$ cat src/rtl/mux_scan_ctrl.sv
// Sweeps a 4:1 mux across enabled channels, settling dwell+1 cycles per channel, and captures y per channel.
// Latency: (dwell+1) cycles per enabled channel plus one start cycle; no backpressure, valid is a one-cycle pulse.
module mux_scan_ctrl #(
  parameter int DWELL_W = 4
) (
  input  logic               clk,
  input  logic               rst,
  input  logic               start,
  input  logic               cont,
  input  logic [3:0]         mask,
  input  logic [DWELL_W-1:0] dwell,
  input  logic               y,
  output logic               s1,
  output logic               s0,
  output logic [3:0]         data,
  output logic               valid,
  output logic               busy
);

  typedef enum logic {IDLE, SCAN} state_t;

  state_t             state;
  logic [1:0]         sel;
  logic [DWELL_W-1:0] cnt;
  logic [DWELL_W-1:0] dwell_l;
  logic [3:0]         mask_l;
  logic [3:0]         shadow;
  logic [3:0]         cap;
  logic [1:0]         first_ch;
  logic [1:0]         next_ch;
  logic               has_next;

  function automatic logic [1:0] lowest_ch(input logic [3:0] m);
    logic [1:0] ch;
    ch = 2'd0;
    for (int i = 3; i >= 0; i--) begin
      if (m[i]) ch = 2'(i);
    end
    return ch;
  endfunction

  // Next channel is searched in the latched mask so live mask changes cannot disturb a sweep.
  always_comb begin
    first_ch = lowest_ch(mask);
    has_next = 1'b0;
    next_ch  = sel;
    for (int i = 3; i >= 0; i--) begin
      if (i > int'(sel) && mask_l[i]) begin
        has_next = 1'b1;
        next_ch  = 2'(i);
      end
    end
    cap      = shadow;
    cap[sel] = y;
  end

  always_ff @(posedge clk or posedge rst) begin
    if (rst) begin
      state   <= IDLE;
      sel     <= 2'd0;
      cnt     <= '0;
      dwell_l <= '0;
      mask_l  <= 4'd0;
      shadow  <= 4'd0;
      data    <= 4'd0;
      valid   <= 1'b0;
    end else begin
      valid <= 1'b0;
      case (state)
        IDLE: begin
          if (start && mask != 4'd0) begin
            mask_l  <= mask;
            dwell_l <= dwell;
            sel     <= first_ch;
            cnt     <= dwell;
            shadow  <= 4'd0;
            state   <= SCAN;
          end
        end
        SCAN: begin
          if (cnt != '0) begin
            cnt <= cnt - {{(DWELL_W-1){1'b0}}, 1'b1};
          end else if (has_next) begin
            shadow <= cap;
            sel    <= next_ch;
            cnt    <= dwell_l;
          end else begin
            data   <= cap;
            valid  <= 1'b1;
            shadow <= 4'd0;
            // Back-to-back restart in continuous mode: no idle cycle between sweeps.
            if (cont && mask != 4'd0) begin
              mask_l  <= mask;
              dwell_l <= dwell;
              sel     <= first_ch;
              cnt     <= dwell;
            end else begin
              state <= IDLE;
              sel   <= 2'd0;
              cnt   <= '0;
            end
          end
        end
        default: state <= IDLE;
      endcase
    end
  end

  assign s1   = sel[1];
  assign s0   = sel[0];
  assign busy = (state == SCAN);

endmodule

$ cat config.mk
export PLATFORM = sky130hd
export DESIGN_NAME = mux_scan_ctrl
export DESIGN_NICKNAME = d
export VERILOG_FILES = /design/src/rtl/mux_scan_ctrl.sv
export SDC_FILE = /design/constraint.sdc
export NUM_CORES = 1
export LEC_CHECK = 0
export CAP_MARGIN = 20
export CORE_MARGIN = 2
export CORE_UTILIZATION = 52
export DETAILED_ROUTE_END_ITERATION = 12
export HOLD_SLACK_MARGIN = 0.15
export PLACE_DENSITY_LB_ADDON = 0.05
export SYNTH_ARGS = -nofsm -noshare
export SYNTH_HDL_FRONTEND = slang
export SYNTH_SLANG_ARGS = --single-unit
$ cat constraint.sdc
create_clock -name clk -period 4.6 [get_ports clk]
set_clock_uncertainty 0.2 [all_clocks]
set_input_delay 0.69 -clock clk [delete_from_list [all_inputs] [get_ports clk]]
set_output_delay 0.69 -clock clk [all_outputs]
set_load 0.02 [all_outputs]
==> metrics.md <==
| Metric | Value |
|---|---|
| Die Y | `54.4 um` |
| Internal | `between 0.0005 and 0.0006 W` |
| Pre-antenna DRT Iters | `4` |
| GRT overflow | `0` |
| Hold-fix buffers at CTS | `0` |
| Initial drt markers | `30` |
| Synth top area share | `0.436` |
| Final hold violations | `0` |
| Largest area contributor in the netlist | `dfrtp_1` |
| Placer Congestion | `between 0.7 and 0.8` |
| Via count | `between 1000 and 1500` |
| Core Area | `approximately 0.0024 mm2` |
| Critical path data arrival time | `between 2000 and 3000 ps` |
| Starting Density | `0.542` |
| Vias per cell | `between 6 and 7` |
| Fin. max-slew vios | `0` |
| PortBufs | `20` |
| Core Util, Final | `0.644` |
| Crit path from | `mask[1]` |
| CP max stage cell | `o41ai_2` |
| Max Clk Rate | `between 300 and 400 MHz` |
| Largest delay contributor family on the critical path | `compound AO/OA/AOI/OAI gates` |
| Clock sinks | `23` |
| Worst path required time | `4610 ps` |
| Hold_sp | `dwell_l[2]` |
| Crit-path cells | `clkdlybuf4s50_1 -> o41ai_2 -> nor3b_1 -> a211o_1 -> a221o_1` |
| Cts repair resizes | `0` |
| Slowest cell delay on critical path | `between 700 and 800 ps` |
| Clk network pwr share | `0.099` |
| Die width | `between 50 and 60 um` |
| Crit. End Element | `flop` |
| Die ar. | `around 0.0030 mm2` |
| Worst-Margin Slew | `between 900 and 1000 ps` |
| CP Max Fanout | `5` |
| First-pass GRT wire length | `roughly 5.2 mm` |
| Remaining DRCs | `0` |
| Async set or reset register ratio after synthesis | `1.00` |
| Initial antenna violation count | `0` |
| CTS tree | `yes` |
| GRT Util Overall | `0.249` |
| EDFF count, synth | `0` |
| Ratio of cells with drive above 1 in the final layout | `0.170` |
| Max_cap viols | `0` |
| Cell count after synthesis | `126` |
| Cell with the most instances after synthesis | `dfrtp_1` |
| HPWL after DPL | `around 2.2 mm` |
| Final worst-path cycle share | `0.547` |
| Leakage | `between 0.6 and 0.7 nW` |
| Overall power | `0.000971 W` |
| Status | `finished clean` |
| Final wirelength | `between 3 and 4 mm` |
| Syn Std Cell Area | `0.00132 mm2` |
| Sequential element share of the synthesized area | `0.436` |
| Synth warn | `0` |
| Peak VDD IR | `343 uV` |
| Startpoint Class | `input pin` |
| WL per Instance | `roughly 18 um` |
| Min Hold Slack | `around 320 ps` |
| DP Worst Slack | `between 1500 and 2000 ps` |
| Post-Syn Nets | `140` |
| N_diodes | `0` |
| IO Count | `21` |
| RSZ-0062 raised after global routing | `false` |
| CP bufs+invs | `1` |
| Part of the power in registers | `0.383` |
| Area grow syn2layout | `18.7%` |
| Slew headroom | `0.398` |
| FF-to-FF Start | `cnt[0]` |
| Finish-stage setup viols | `0` |
| Largest net degree at the start of global routing | `24` |
| CTS max path bufs | `2` |
| P per Cell Area | `between 600 and 700 mW/mm2` |
| Clock Tree Root | `clkbuf_4` |
| Seq cells post-synth | `23` |
| Sw Pwr | `between 0.0004 and 0.0005 W` |
| Total CTS buffers | `3` |
| Synth top area cells | `dfrtp_1 44%, mux2_2 9.4%, a221o_1 3.8%, a21oi_1 3.4%, a31oi_1 3.3%` |
| Worst skew pair latency | `approximately 320 ps` |
| Final Worst Setup Slack | `about 2100 ps` |
| Top cells by count, synth | `23 x dfrtp_1, 11 x mux2_2, 9 x a21oi_1` |
| Final ANT Viol Nets | `0` |
| Net count, final | `between 150 and 200` |
| Combinational Power Share | `0.518` |
| Worst Path Class, Setup | `in2reg` |
| Hold Crit Class | `reg2reg` |
| Setup bufs post-CTS | `0` |
| Clock transition at path regs | `approximately 130 ps` |
| Synth Flop Type | `dfrtp_1` |
| H-Tree Depth | `1` |
| Setup TNS | `0 ps` |
| Row count | `18` |
| Vias in the first global route | `between 1000 and 1500` |
| Final min period | `between 2000 and 3000 ps` |
| Syn avg cell area | `approximately 10 um2` |
| Switching Share | `0.428` |
| Synth unique cells | `40` |
[through the flow]
stage | cells | instance area, um2
after global routing | 177 | 1570
after global placement | 173 | 1540
after CTS | 177 | 1570
final | 177 | 1570
after floorplan | 126 | 1320
after detailed placement | 173 | 1540
[layer usage]
| metal | part of all wire | routed length, um | GRT usage | up-vias |
|---|---|---|---|---|
| li1 | - | - | - | 526 |
| met1 | 0.45 | 1410 | 0.339 | 558 |
| met2 | 0.50 | 1540 | 0.410 | 30 |
| met3 | 0.035 | 108 | 0.0246 | 6 |
| met4 | 0.015 | 46 | 0.0917 | 0 |
| met5 | 0 | 0 | 0 | - |
[area by class of cell]
cell class                      count  area (um2)
Timing Repair Buffer               20         200
Fill cell                         210         867
Tap cell                           30        37.5
Sequential cell                    23         576
Inverter                            7        26.3
Clock inverter                      1        5.00
Multi-Input combinational cell     93         698
Clock buffer                        3        22.5
[cells by family (layout without fill, tap and decap cells)]
kind of cell	count (synthesis)	after routing	synth area share
compound gates	41	41	0.237
simple gates	37	37	0.167
flops	23	23	0.436
mux	13	13	0.109
buf+inv	10	31	0.0342
fa+ha+maj	1	1	0.00949
xor+xnor	1	1	0.00664
[placed cells by master, fill, tap and decap left out, drive strengths merged, types with 3 or more instances in the layout]
cell and n:
dfrtp 23, clkdlybuf4s50 20, mux2 11, a21oi 9, nor2 8, nand2 7
inv 7, a31oi 7, a221o 5, nor2b 5, o21ai 4, nor3b 3
nand4 3, o22ai 3, clkbuf 3, nand3 3
[power groups by stage]
stage | clock, W | sequential (W) | combinational [W]
floorplan | 0 | 0.000380 | 0.000345
global placement | 0 | 0.000370 | 0.000484
detailed placement | 0 | 0.000375 | 0.000501
CTS | 0.0000985 | 0.000371 | 0.000502
global route | 0.000102 | 0.000386 | 0.000555
finish | 0.0000964 | 0.000372 | 0.000503
[sequential cells by signal (all words and copies together), names as in the netlist]
| register | count |
|---|---|
| busy | 1 |
| mask_l | 3 |
| cnt | 4 |
| shadow | 4 |
| sel | 2 |
| dwell_l | 4 |
| valid | 1 |
| data | 4 |
[worst paths after layout]
check | cells past startpoint | slack (ps) | to
worst min-delay path | 1 | 320 | dwell_l[2]
worst min register to register | 1 | 320 | dwell_l[2]
max in group asynchronous | 2 | 3000 | mask_l[2]
worst max-delay path | 5 | 2080 | cnt[3]
worst max register to register | 6 | 2130 | mask_l[3]
min in group asynchronous | 2 | 640 | data[3]
No activity file was read; power rests on OpenSTA's default activity.
